<file path="src/rtl/response_reorder_buffer_pkg.sv">
// Shared widths and types for the response reorder buffer.
// Defining RESP_REORDER_BYPASS_EN lets an in-order response skip storage.
package response_reorder_buffer_pkg;

  localparam int DATA_WIDTH         = 8;
  localparam int ID_WIDTH           = 3;
  localparam int RESP_REORDER_DEPTH = 1 << ID_WIDTH;

  // What the output register does on the coming edge.
  typedef enum logic [1:0] {
    OUT_IDLE        = 2'd0,
    OUT_HOLD        = 2'd1,
    OUT_LOAD_STORE  = 2'd2,
    OUT_LOAD_BYPASS = 2'd3
  } out_action_e;

endpackage

</file>
<file path="src/rtl/response_reorder_buffer_if.sv">
// Response bus between shared_resource, the reorder buffer and the consumer.
// Optional feature macro: RESP_REORDER_BYPASS_EN (affects the block, not this bus).
interface response_reorder_buffer_if
  import response_reorder_buffer_pkg::*;
#(
  parameter int DATA_W = DATA_WIDTH,
  parameter int ID_W   = ID_WIDTH
) ();

  // Upstream: in_valid marks a response for one cycle and is never stalled.
  // Downstream: a transfer happens on an edge where out_valid & !in_stall;
  // while out_valid & in_stall, out_data/out_id/out_valid are held stable.
  logic [DATA_W-1:0] in_data;
  logic [ID_W-1:0]   in_id;
  logic              in_valid;
  logic [DATA_W-1:0] out_data;
  logic [ID_W-1:0]   out_id;
  logic              out_valid;
  logic              in_stall;
  logic              out_overflow;
  logic [ID_W:0]     out_count;

  modport slave (
    input  in_data, in_id, in_valid, in_stall,
    output out_data, out_id, out_valid, out_overflow, out_count
  );

  modport master (
    output in_data, in_id, in_valid, in_stall,
    input  out_data, out_id, out_valid, out_overflow, out_count
  );

endinterface

</file>
<file path="src/rtl/response_reorder_buffer_storage.sv">
// Reorder storage: DEPTH x DATA_W data array plus per-entry valid bits.
// One write port, one read port with clear-on-read; write wins on the same index.
module reorder_storage
  import response_reorder_buffer_pkg::*;
#(
  parameter int DATA_W = DATA_WIDTH,
  parameter int ID_W   = ID_WIDTH,
  parameter int DEPTH  = 1 << ID_W
) (
  input  logic              clk,
  input  logic              reset,
  input  logic              wr_en_i,
  input  logic [ID_W-1:0]   wr_idx_i,
  input  logic [DATA_W-1:0] wr_data_i,
  input  logic              clr_en_i,
  input  logic [ID_W-1:0]   rd_idx_i,
  output logic [DATA_W-1:0] rd_data_o,
  output logic [DEPTH-1:0]  valid_o
);

  logic [DEPTH-1:0]  valid_q;
  logic [DEPTH-1:0]  valid_d;
  logic [DATA_W-1:0] mem_q [DEPTH];

  // Clear first so a refill of the entry being released on this edge survives.
  always_comb begin
    valid_d = valid_q;
    if (clr_en_i) valid_d[rd_idx_i] = 1'b0;
    if (wr_en_i)  valid_d[wr_idx_i] = 1'b1;
  end

  always_ff @(posedge clk or negedge reset) begin
    if (!reset) valid_q <= '0;
    else        valid_q <= valid_d;
  end

  always_ff @(posedge clk) begin
    if (wr_en_i) mem_q[wr_idx_i] <= wr_data_i;
  end

  assign rd_data_o = mem_q[rd_idx_i];
  assign valid_o   = valid_q;

endmodule

</file>
<file path="src/rtl/response_reorder_buffer.sv">
// Stores out-of-order responses by ID and releases them in ascending ID order.
// Optional feature macro: RESP_REORDER_BYPASS_EN (direct load of the expected ID).
module response_reorder_buffer
  import response_reorder_buffer_pkg::*;
#(
  parameter int DATA_W = DATA_WIDTH,
  parameter int ID_W   = ID_WIDTH
) (
  input  logic                       clk,
  input  logic                       reset,
  response_reorder_buffer_if.slave   bus
);

  localparam int DEPTH = 1 << ID_W;

  logic [ID_W-1:0]   expect_q, expect_d;
  logic [DATA_W-1:0] out_data_q, out_data_d;
  logic [ID_W-1:0]   out_id_q, out_id_d;
  logic              out_valid_q, out_valid_d;
  logic              overflow_q, overflow_d;
  logic [ID_W:0]     count_q, count_d;

  logic [DEPTH-1:0]  entry_valid;
  logic [DATA_W-1:0] rd_data;
  logic              out_free;
  logic              release_go;
  logic              bypass_go;
  logic              occupied;
  logic              wr_en;
  out_action_e       out_action;

  reorder_storage #(
    .DATA_W (DATA_W),
    .ID_W   (ID_W),
    .DEPTH  (DEPTH)
  ) u_storage (
    .clk       (clk),
    .reset     (reset),
    .wr_en_i   (wr_en),
    .wr_idx_i  (bus.in_id),
    .wr_data_i (bus.in_data),
    .clr_en_i  (release_go),
    .rd_idx_i  (expect_q),
    .rd_data_o (rd_data),
    .valid_o   (entry_valid)
  );

  assign out_free   = !out_valid_q || !bus.in_stall;
  assign release_go = entry_valid[expect_q] && out_free;

  // The entry being released on this edge is free for a new write.
  assign occupied = entry_valid[bus.in_id] &&
                    !(release_go && (bus.in_id == expect_q));

`ifdef RESP_REORDER_BYPASS_EN
  assign bypass_go = bus.in_valid && (bus.in_id == expect_q) &&
                     !entry_valid[expect_q] && out_free;
`else
  assign bypass_go = 1'b0;
`endif

  assign wr_en = bus.in_valid && !occupied && !bypass_go;

  always_comb begin
    out_action = OUT_HOLD;
    if (release_go)     out_action = OUT_LOAD_STORE;
    else if (bypass_go) out_action = OUT_LOAD_BYPASS;
    else if (out_free)  out_action = OUT_IDLE;
  end

  always_comb begin
    out_data_d  = out_data_q;
    out_id_d    = out_id_q;
    out_valid_d = out_valid_q;
    case (out_action)
      OUT_LOAD_STORE: begin
        out_data_d  = rd_data;
        out_id_d    = expect_q;
        out_valid_d = 1'b1;
      end
      OUT_LOAD_BYPASS: begin
        out_data_d  = bus.in_data;
        out_id_d    = expect_q;
        out_valid_d = 1'b1;
      end
      OUT_IDLE: out_valid_d = 1'b0;
      default:  ;
    endcase
  end

  always_comb begin
    expect_d   = expect_q + ID_W'(release_go || bypass_go);
    overflow_d = overflow_q || (bus.in_valid && occupied);
    count_d    = count_q + {{ID_W{1'b0}}, wr_en} - {{ID_W{1'b0}}, release_go};
  end

  always_ff @(posedge clk or negedge reset) begin
    if (!reset) begin
      expect_q    <= '0;
      out_data_q  <= '0;
      out_id_q    <= '0;
      out_valid_q <= 1'b0;
      overflow_q  <= 1'b0;
      count_q     <= '0;
    end else begin
      expect_q    <= expect_d;
      out_data_q  <= out_data_d;
      out_id_q    <= out_id_d;
      out_valid_q <= out_valid_d;
      overflow_q  <= overflow_d;
      count_q     <= count_d;
    end
  end

  assign bus.out_data     = out_data_q;
  assign bus.out_id       = out_id_q;
  assign bus.out_valid    = out_valid_q;
  assign bus.out_overflow = overflow_q;
  assign bus.out_count    = count_q;

endmodule

</file>
<file path="src/flat_wrapper.sv">
// flat-port wrapper written by rule: the top's interface ports become plain ports
module response_reorder_buffer_flat import response_reorder_buffer_pkg::*;
#(
  parameter int DATA_W = DATA_WIDTH,
  parameter int ID_W   = ID_WIDTH
)
  (clk, reset, bus_in_data, bus_in_id, bus_in_valid, bus_in_stall, bus_out_data, bus_out_id, bus_out_valid, bus_out_overflow, bus_out_count);
  response_reorder_buffer_if #(.DATA_W(DATA_W), .ID_W(ID_W)) bus_i ();
  input  logic clk;
  input  logic reset;
  input wire logic [$bits(bus_i.in_data)-1:0] bus_in_data;
  input wire logic [$bits(bus_i.in_id)-1:0] bus_in_id;
  input wire logic [$bits(bus_i.in_valid)-1:0] bus_in_valid;
  input wire logic [$bits(bus_i.in_stall)-1:0] bus_in_stall;
  output wire logic [$bits(bus_i.out_data)-1:0] bus_out_data;
  output wire logic [$bits(bus_i.out_id)-1:0] bus_out_id;
  output wire logic [$bits(bus_i.out_valid)-1:0] bus_out_valid;
  output wire logic [$bits(bus_i.out_overflow)-1:0] bus_out_overflow;
  output wire logic [$bits(bus_i.out_count)-1:0] bus_out_count;
  assign bus_i.in_data = bus_in_data;
  assign bus_i.in_id = bus_in_id;
  assign bus_i.in_valid = bus_in_valid;
  assign bus_i.in_stall = bus_in_stall;
  assign bus_out_data = bus_i.out_data;
  assign bus_out_id = bus_i.out_id;
  assign bus_out_valid = bus_i.out_valid;
  assign bus_out_overflow = bus_i.out_overflow;
  assign bus_out_count = bus_i.out_count;
  response_reorder_buffer #(.DATA_W(DATA_W), .ID_W(ID_W)) u_core (.clk(clk), .reset(reset), .bus(bus_i));
endmodule
</file>
<file path="config.mk">
export PLATFORM = sky130hd
export DESIGN_NAME = response_reorder_buffer_flat
export DESIGN_NICKNAME = d
export VERILOG_FILES = /design/src/rtl/response_reorder_buffer_pkg.sv /design/src/rtl/response_reorder_buffer_if.sv /design/src/rtl/response_reorder_buffer_storage.sv /design/src/rtl/response_reorder_buffer.sv /design/src/flat_wrapper.sv
export SDC_FILE = /design/constraint.sdc
export NUM_CORES = 1
export LEC_CHECK = 0
export ABC_AREA = 0
export CORE_UTILIZATION = 46
export DETAILED_ROUTE_END_ITERATION = 6
export PLACE_DENSITY = 0.66
export SETUP_SLACK_MARGIN = 0.4
export SKIP_CTS_REPAIR_TIMING = 1
export SLEW_MARGIN = 10
export SYNTH_ARGS = -nofsm -noshare
export SYNTH_HDL_FRONTEND = slang
export SYNTH_SLANG_ARGS = --single-unit
</file>
<file path="constraint.sdc">
create_clock -name clk -period 4.7 [get_ports clk]
set_input_delay 1.41 -clock clk [delete_from_list [all_inputs] [get_ports clk]]
set_output_delay 1.41 -clock clk [all_outputs]
set_load 0.05 [all_outputs]
</file>
==> metrics <==
# nets final 290; CTS clk-pin slew, worst paths 0.09 ns; I/O pins 32; Worst EP required 4.72 ns; leak pwr 1.65 nW; initial drt markers 117; core area 7890 um2; WHS 0.459 ns; Compound-Gate Fraction of Synth Area 0.0526; post-synthesis adder-cell area fraction 0.0248; Post-synth top cells edfxtp_1 (64), dfrtp_1 (28), mux2i_1 (18), nand2_1 (15), mux4_2 (14); syn avg cell area 16.4 um2; relative max-transition margin 0.471; Mapped Nets 256; DP Worst Slack 0.697 ns; Worst Setup End Kind flop; first-pass detailed-route iteration total 4; top_reg_cell synth edfxtp_1; crit path max fanout 8; ratio of final minimum period to clock period 0.768; max incr delay on CP 0.64 ns; via count 2034; final WL 7.12 mm; initial antenna violation count 0; Starting Density 0.485; first-pass GRT wire length 11.5 mm; Synth area leader edfxtp_1; CTS root buf clkbuf_8; Max clock buf depth 2; Setup Skew 0.0149 ns; status finished, final reports clean; Async SR Flop Fraction 0.304; synth-to-layout area growth 15.6%; worst-skew pair later-pin latency 0.36 ns; Die Ht 93.2 um; main combinational cell family by area after synthesis multiplexers; cts bufs inserted 9; Least-Margin Pin Slew 0.793 ns; Clock Sinks 92; kind of start point of the critical path input pin; setup TNS 0 ns; xor-xnor portion of the synthesized cell area 0.0160; Tmin final 3.61 ns; Mapped Cells 234; post-DR wirelength/cell 19.0 um; final number of hold-violating endpoints 0; endpoints failing setup 0; post-synthesis sequential area ratio 0.685; largest net degree at the start of global routing 29; pwr dens 656 nW/um2; EDFF count, synth 64; vias in the first global route 2111; share of cells above drive strength 1 0.128; RSZ-0062 raised after global routing no; H-Tree Depth 3; gr usage total 0.186; Netlist cell types 34; most common cell in the netlist edfxtp_1; GPL Wtd Cong 0.774; die extent in x 93.2 um; DRT antenna net count 0; f_max 277 MHz; Max Cap Viol 0; Rows 32; Yosys reg bits 92; worst min-delay path class reg2reg; vias per cell 5.42; Yosys warning count 0; mux share of post-synthesis cell area 0.135; Port-buffer cells 31; DRC 0; fin worst setup slack 1.09 ns; Ant. Diodes 0; Post-Syn Area 3830 um2; post-DP HPWL 4.92 mm; Area contributors post-synth edfxtp_1 (50%), dfrtp_1 (18%), mux4_2 (8.2%); global route total overflow 0; WP data arrival 3.63 ns; Synth Area in Simple Gates 0.0624; top cell type's share of synthesized area 0.502; worst path cell trace clkdlybuf4s50_1 > mux4_2 > or2_2 > o21ai_1 > and2_1; CTS tree built; Slowest-stage cell, CP clkdlybuf4s50_1; peak supply drop 0.000193 V; CP Class in2reg; Layout Utilization 0.561; Max Slew Vio Count 0; die area 8690 um2
==> state kept, by name, indices dropped and copies added, names as in the netlist <==
signal                    cells
u_core.bus.out_valid          1
u_core.expect_q               3
u_core.u_storage.valid_o      8
u_core.bus.out_data           8
u_core.bus.out_count          4
u_core.u_storage.mem_q       64
u_core.bus.out_id             3
u_core.bus.out_overflow       1
==> worst max-delay path: cells and delay by family <==
| family | cells | cell delay [ns] |
|---|---|---|
| buf+inv | 1 | 0.64 |
| simple gates | 2 | 0.74 |
| mux | 1 | 0.53 |
| compound gates | 1 | 0.30 |
==> path summary, 6_finish.rpt <==
path | from | to | slack, ns | depth (start not counted)
max in group asynchronous | reset | u_core.bus.out_data[0]$_DFFE_PN0P_ | 2.97 | 2
min in group asynchronous | reset | u_core.expect_q[1]$_DFF_PN0_ | 1.44 | 2
setup / recovery | bus_in_id[1] | u_core.u_storage.mem_q[6][0]$_DFFE_PP_ | 1.09 | 5
hold / removal | u_core.bus.out_overflow$_DFF_PN0_ | u_core.bus.out_overflow$_DFF_PN0_ | 0.46 | 1
setup reg to reg | u_core.expect_q[2]$_DFF_PN0_ | u_core.bus.out_count[2]$_DFF_PN0_ | 1.42 | 9
hold reg to reg | u_core.bus.out_overflow$_DFF_PN0_ | u_core.bus.out_overflow$_DFF_PN0_ | 0.46 | 1
==> metrics by stage <==
| step | std cells | area (um2) | power [mW] |
|---|---|---|---|
| floorplan | 234 | 3830 | 2.07 |
| global placement | 359 | 4220 | 2.38 |
| detailed placement | 359 | 4220 | 2.41 |
| CTS | 375 | 4420 | 2.94 |
| global route | 375 | 4420 | 3.10 |
| finish | 375 | 4420 | 2.90 |
==> layer usage <==
metal	share of wire	track usage	vias up	routed length, um
met5	0	0	-	0
met1	0.48	0.272	1017	3430
met3	0.047	0.0325	10	331
met4	0.014	0.0846	0	99
met2	0.46	0.271	54	3260
li1	-	-	953	-
==> cell families after synthesis <==
kind of cell | Yosys count
flops | 92
simple gates | 46
mux | 34
compound gates | 30
buf+inv | 18
xor+xnor | 7
fa+ha+maj | 7
==> cell usage in the layout, fill, tap and decap left out, types with 2 or more instances in the layout <==
master | netlist | routed
o21ai_0 | 9 | 9
buf_4 | 1 | 3
clkdlybuf4s50_1 | 0 | 31
o22a_1 | 2 | 2
edfxtp_1 | 64 | 64
mux2i_1 | 18 | 18
o22ai_1 | 4 | 4
xor2_1 | 5 | 5
o21ai_1 | 2 | 2
a21o_1 | 2 | 2
nand2b_1 | 4 | 4
inv_1 | 7 | 7
a21oi_1 | 2 | 2
xnor2_1 | 2 | 2
clkinv_4 | 0 | 2
nand2_1 | 15 | 15
nor2_1 | 4 | 4
and2_1 | 8 | 8
mux2_2 | 2 | 2
dfrtp_1 | 28 | 28
mux4_2 | 14 | 14
inv_6 | 0 | 2
or3_1 | 8 | 8
clkbuf_8 | 0 | 9
ha_1 | 6 | 6
a22o_1 | 9 | 9
==> where the power goes <==
group	total, mW	leakage (nW)	switching (mW)	internal, mW
combinational	1.19	0.639	0.672	0.513
sequential	1.19	0.910	0.166	1.02
clock	0.529	0.0975	0.277	0.252
total	2.90	1.65	1.12	1.79
==> area by class of cell <==
cell class	count	area [um2]
repair buffers	34	333
flip-flops and latches	92	2620
well taps	102	128
inverters	7	26.3
multi-input cells	124	1110
fillers	651	3460
clock inverters	6	72.6
clock buffers	10	128
Note: power is estimated with default switching activity, not from simulation.
